File: src/rtl/imem_loader_pkg.sv
// Shared types and widths for the instruction-memory loader.
// IMEM_LOADER_CHECKSUM_EN adds the CHK state for a trailing XOR checksum byte.
package imem_loader_pkg;

  localparam int BYTE_W     = 8;
  localparam int WORD_W     = 32;
  localparam int WORD_BYTES = 4;

`ifdef IMEM_LOADER_CHECKSUM_EN
  typedef enum logic [2:0] {
    IDLE  = 3'd0,
    RECV  = 3'd1,
    WRITE = 3'd2,
    CHK   = 3'd3,
    DONE  = 3'd4
  } state_t;
`else
  typedef enum logic [2:0] {
    IDLE  = 3'd0,
    RECV  = 3'd1,
    WRITE = 3'd2,
    DONE  = 3'd4
  } state_t;
`endif

endpackage

File: src/rtl/word_packer.sv
// Collects four stream bytes into one big-endian word; the first byte lands in [31:24].
module word_packer
  import imem_loader_pkg::*;
(
  input  logic              clk,
  input  logic              rst,
  input  logic              clear,
  input  logic              byte_en,
  input  logic [BYTE_W-1:0] byte_in,
  output logic [WORD_W-1:0] word_next,
  output logic              word_full
);

  logic [1:0]               idx;
  logic [WORD_W-BYTE_W-1:0] shreg;

  always_ff @(posedge clk or posedge rst) begin
    if (rst) begin
      idx   <= 2'd0;
      shreg <= '0;
    end else if (clear) begin
      idx   <= 2'd0;
      shreg <= '0;
    end else if (byte_en) begin
      idx   <= idx + 2'd1;
      shreg <= {shreg[WORD_W-2*BYTE_W-1:0], byte_in};
    end
  end

  // The word is complete in the same cycle the fourth byte is handed over.
  assign word_next = {shreg, byte_in};
  assign word_full = byte_en && (idx == 2'd3);

endmodule

File: src/rtl/imem_loader.sv
// Streams bytes into instruction memory while holding the core in reset.
// IMEM_LOADER_CHECKSUM_EN: expect one XOR checksum byte after the last word.
// Stream handshake: a byte transfers on a rising edge where in_valid && in_ready.
module imem_loader
  import imem_loader_pkg::*;
#(
  parameter int          DEPTH_WORDS = 256,
  parameter logic [31:0] BASE_ADDR   = 32'h0000_0000
) (
  input  logic              clk,
  input  logic              rst,
  input  logic              start,
  input  logic [15:0]       word_count,
  input  logic              in_valid,
  input  logic [BYTE_W-1:0] in_data,
  output logic              in_ready,
  output logic              mem_we,
  output logic [31:0]       mem_addr,
  output logic [WORD_W-1:0] mem_wdata,
  output logic              cpu_hold,
  output logic              busy,
  output logic              done,
  output logic              err,
  output state_t            state_dbg
);

  state_t            state, state_next;
  logic [15:0]       remaining;
  logic              start_acc;
  logic              too_big;
  logic              byte_en;
  logic [WORD_W-1:0] word_next;
  logic              word_full;

  assign start_acc = (state == IDLE) && start;
  assign too_big   = 32'(word_count) > 32'(DEPTH_WORDS);
  assign byte_en   = (state == RECV) && in_valid;
  assign state_dbg = state;

  word_packer u_packer (
    .clk       (clk),
    .rst       (rst),
    .clear     (start_acc),
    .byte_en   (byte_en),
    .byte_in   (in_data),
    .word_next (word_next),
    .word_full (word_full)
  );

  always_ff @(posedge clk or posedge rst) begin
    if (rst) state <= IDLE;
    else     state <= state_next;
  end

  always_comb begin
    state_next = state;
    in_ready   = 1'b0;
    mem_we     = 1'b0;
    cpu_hold   = 1'b0;
    done       = 1'b0;
    busy       = (state != IDLE);
    case (state)
      IDLE: begin
        if (start) begin
          if (word_count == 16'd0 || too_big) state_next = DONE;
          else                                state_next = RECV;
        end
      end
      RECV: begin
        in_ready = 1'b1;
        cpu_hold = 1'b1;
        if (word_full) state_next = WRITE;
      end
      WRITE: begin
        mem_we   = 1'b1;
        cpu_hold = 1'b1;
`ifdef IMEM_LOADER_CHECKSUM_EN
        state_next = (remaining > 16'd1) ? RECV : CHK;
`else
        state_next = (remaining > 16'd1) ? RECV : DONE;
`endif
      end
`ifdef IMEM_LOADER_CHECKSUM_EN
      CHK: begin
        in_ready = 1'b1;
        cpu_hold = 1'b1;
        if (in_valid) state_next = DONE;
      end
`endif
      DONE: begin
        done       = 1'b1;
        state_next = IDLE;
      end
      default: state_next = IDLE;
    endcase
  end

  always_ff @(posedge clk or posedge rst) begin
    if (rst) begin
      remaining <= '0;
      mem_addr  <= BASE_ADDR;
      mem_wdata <= '0;
    end else begin
      if (start_acc) begin
        remaining <= word_count;
        mem_addr  <= BASE_ADDR;
      end else if (state == WRITE) begin
        remaining <= remaining - 16'd1;
        mem_addr  <= mem_addr + 32'd4;
      end
      if (word_full) mem_wdata <= word_next;
    end
  end

`ifdef IMEM_LOADER_CHECKSUM_EN
  logic [BYTE_W-1:0] xor_acc;

  always_ff @(posedge clk or posedge rst) begin
    if (rst) begin
      xor_acc <= '0;
      err     <= 1'b0;
    end else begin
      if (start_acc)    xor_acc <= '0;
      else if (byte_en) xor_acc <= xor_acc ^ in_data;
      if (start_acc) err <= too_big;
      else if (state == CHK && in_valid && in_data != xor_acc) err <= 1'b1;
    end
  end
`else
  always_ff @(posedge clk or posedge rst) begin
    if (rst)            err <= 1'b0;
    else if (start_acc) err <= too_big;
  end
`endif

endmodule

File: config.mk
export PLATFORM = sky130hd
export DESIGN_NAME = imem_loader
export DESIGN_NICKNAME = d
export VERILOG_FILES = /design/src/rtl/imem_loader_pkg.sv /design/src/rtl/word_packer.sv /design/src/rtl/imem_loader.sv
export SDC_FILE = /design/constraint.sdc
export NUM_CORES = 1
export LEC_CHECK = 0
export ABC_AREA = 1
export BUFFER_PORTS_ARGS = -buffer_cell sky130_fd_sc_hd__buf_2
export CORE_UTILIZATION = 56
export DETAILED_ROUTE_END_ITERATION = 8
export GPL_TIMING_DRIVEN = 0
export PLACE_DENSITY_LB_ADDON = 0.15
export RECOVER_POWER = 50
export SLEW_MARGIN = 20
export SYNTH_ARGS = -nofsm -noshare
export SYNTH_HDL_FRONTEND = slang
export SYNTH_SLANG_ARGS = --single-unit
export TNS_END_PERCENT = 1
File: constraint.sdc
create_clock -name clk -period 3.7 [get_ports clk]
set_clock_uncertainty 0.2 [all_clocks]
set_input_delay 0.37 -clock clk [delete_from_list [all_inputs] [get_ports clk]]
set_output_delay 0.37 -clock clk [all_outputs]
set_load 0.02 [all_outputs]
==> insert_results.sql <==
INSERT INTO impl_metrics (metric_group, metric, value, unit) VALUES
('clock_tree', 'clock_sink_count', '108', ''),
('timing', 'finalSetupViolations', '0', ''),
('synthesis', 'synth.most_common_cell', 'sky130_fd_sc_hd__nand2_1', ''),
('clock_tree', 'post_cts_resize_count', '0', ''),
('timing', 'holdWs', '21.97', 'ps'),
('timing', 'grt_setup_unrepaired', 'no', ''),
('flow_run', 'max_cap_viol_count', '1', ''),
('clock_tree', 'clock_path_buffers', '2', ''),
('drt', 'vias', '4958', ''),
('worst_setup_path', 'r2r_end', 'mem_addr[19]', ''),
('synthesis', 'synth_cell_type_count', '35', ''),
('synthesis', 'ys_warn_count', '0', ''),
('finish', 'number_of_diodes_added_for_antenna_fixing', '0', ''),
('timing', 'final-hold-violation-count', '0', ''),
('timing', 'slew-limit-headroom', '-40.52', '%'),
('synthesis', 'syn-instance-count', '695', ''),
('floorplanning', 'die_area', '9969', 'sq um'),
('timing', 'final.period_utilization', '71.58', '%'),
('place', 'gp_routability_congestion', '0.9183', ''),
('synthesis', 'synth-edff-count', '0', ''),
('power', 'power.share.switching', '35.94', '%'),
('timing', 'finalWorstSetupSlack', '1051', 'ps'),
('worst_setup_path', 'crit_path_max_fanout', '56', ''),
('min_path', 'worstHoldEndpoint', 'remaining[11]', ''),
('clock_tree', 'cts_htree_levels', '3', ''),
('synthesis', 'yosys_most_used_dff', 'sky130_fd_sc_hd__dfrtp_1', ''),
('power', 'p_clk_share', '25.3', '%'),
('drt', 'drt_pass_1_iters', '5', ''),
('power', 'p_sw', '0.9902', 'mW'),
('worst_setup_path', 'critical_path.reg2reg.startpoint', 'state_dbg[2]', ''),
('clock_tree', 'insertion_delay', '370', 'ps'),
('power', 'power_per_cell_area', '445.0', 'nW/um^2'),
('floorplanning', 'io_pins', '101', ''),
('timing', 'timing_max_transition_violations_final', '56', ''),
('worst_setup_path', 'worstSetupStartpoint', 'rst', ''),
('drt', 'routed_wl', '13500', 'um'),
('power', 'vdd_drop_max', '0.2151', 'mV'),
('finish', 'final_util', '67.01', '%'),
('floorplanning', 'placeableCoreArea', '9240', 'sq um'),
('clock_tree', 'tritoncts.num_buffers', '9', ''),
('synthesis', 'synthDominantCellAreaShare', '50.41', '%'),
('finish', 'layout_cell_share_with_drive_strength_beyond_1', '12.82', '%'),
('worst_setup_path', 'endpoint_kind', 'asynchronous set/reset pin', ''),
('clock_tree', 'cts_tree', 'yes', ''),
('outcome', 'status', 'finished with violations', ''),
('timing', 'finalCriticalPeriod', '2649', 'ps'),
('place', 'placed_area', '6050', 'sq um'),
('clock_tree', 'ctsRootBufferMaster', 'sky130_fd_sc_hd__clkbuf_8', ''),
('place', 'place.detailed.instances', '924', ''),
('synthesis', 'post_synth_instance_area', '5361', 'sq um'),
('power', 'combPwrFrac', '25.1', '%'),
('grt', 'grtUsageTotal', '28.48', '%'),
('finish', 'final-instance-count-excl-fill', '940', ''),
('synthesis', 'post_synth_main_area_contributors', 'sky130_fd_sc_hd__dfrtp_1 (50%), sky130_fd_sc_hd__nand2_1 (14%), sky130_fd_sc_hd__nor2_1 (6.9%)', ''),
('timing', 'fmax', '377.6', 'MHz'),
('outcome', 'violations_in_the_final_reports', 'capacitance limit, slew limit', ''),
('grt', 'global_route_wire_length_before_repair', '22160', 'um'),
('floorplanning', 'chipWidth', '99.85', 'um'),
('drt', 'avgRoutedWirePerCell', '14.36', 'um'),
('min_path', 'min_from', 'word_count[11]', ''),
('clock_tree', 'path_clk_slew', '110', 'ps'),
('grt', 'grt_total_ovfl', '0', ''),
('synthesis', 'post_synth_top_area_cell', 'sky130_fd_sc_hd__dfrtp_1', ''),
('worst_setup_path', 'required', '3570', 'ps'),
('synthesis', 'synth_top_cells_by_count', 'sky130_fd_sc_hd__nand2_1 (195), sky130_fd_sc_hd__dfrtp_1 (108), sky130_fd_sc_hd__nor2_1 (98), sky130_fd_sc_hd__inv_1 (94), sky130_fd_sc_hd__o21ai_0 (46)', ''),
('worst_setup_path', 'setup_crit_start_kind', 'input port', ''),
('synthesis', 'synthesis.area_per_instance', '7.714', 'sq um'),
('worst_setup_path', 'reg2regPathDepth', '5', ''),
('power', 'total_leakage_power', '3.061', 'nW'),
('grt', 'antenna_found_initial', '0', ''),
('power', 'pwr-share-seq', '49.6', '%');
==> timing repair <==
action                    in CTS  in global routing
hold buffers                   1                  0
hold endpoints to repair      55                  0
setup buffers                  0                  0
==> placed cells by master (no fill, tap or decap), drive strengths merged <==
cell type    count
a32oi            1
dlygate4sd3      1
o221ai           1
xor2             8
nor2           103
clkinvlp         1
a21boi           1
nand2          197
clkinv           3
a22oi            1
o21bai           2
buf             79
a32o             1
nand3           35
a21oi           10
xnor2            1
inv             98
nor3            12
nand4           10
o211ai           4
clkbuf          51
dfrtp          108
o21ai           50
o22ai           25
and3             1
conb             2
ha               4
nor4             1
==> power by group through the flow <==
stage	clock, mW	combinational [mW]	sequential, mW
3_5_place_dp	0	0.694	1.39
6_report	0.697	0.693	1.37
4_1_cts	0.703	0.695	1.36
5_1_grt	0.743	0.781	1.38
2_1_floorplan	0	0.499	1.38
3_3_place_gp	0	0.669	1.38
==> worst max-delay path: stages <==
cell	delay (ps)
sky130_fd_sc_hd__dlygate4sd3_1	530
sky130_fd_sc_hd__buf_2	120
sky130_fd_sc_hd__inv_1	1470
==> sequential cells by signal, summed over array words and instances (netlist names) <==
register,count
remaining,16
u_packer.shreg,24
u_packer.idx,2
mem_wdata,32
err,1
mem_addr,30
state_dbg,3
==> metrics by stage <==
stage | total power, mW | TNS, ps
floorplan | 1.878 | 0
global placement | 2.054 | -96330
detailed placement | 2.080 | 0
CTS | 2.763 | 0
global route | 2.904 | 0
finish | 2.755 | 0
==> final cells by class <==
class / count / area, sq um
Buffer: 22 / 135.1
Clock buffer: 9 / 123.9
Clock inverter: 6 / 61.31
Fill cell: 837 / 3048
Inverter: 96 / 362.8
Multi-Input combinational cell: 470 / 2165
Sequential cell: 108 / 2703
Tap cell: 129 / 161.4
Timing Repair Buffer: 100 / 480.5
==> worst max-delay path by stage <==
stage                                     to  slack, ps  depth (start not counted)
after floorplan                          err        280                          1
after global placement          mem_addr[16]       -900                          2
after detailed placement            cpu_hold       1590                          5
after CTS                           cpu_hold       1160                          5
after global routing      u_packer.shreg[20]        550                          3
final                     u_packer.shreg[15]       1050                          3
==> per-layer routing <==
metal	vias to the layer above	share of wire, %	track usage [%]
li1	2421	-	-
met1	2365	44	38.00
met5	-	0	0
met4	0	2.1	10.18
met3	22	5.9	3.830
met2	150	48	48.01
==> cells by family after synthesis <==
logic type | count (synthesis) | share of synthesized area (%)
AOI/OAI and AO/OA | 96 | 10.15
xor gates and xnor gates | 9 | 1.470
adders and majority gates | 4 | 0.9335
buffers and inverters | 118 | 9.288
DFF | 108 | 50.41
other | 1 | 0.06994
and+or+nand+nor | 359 | 27.68
Note: power is estimated with default switching activity, not from simulation.
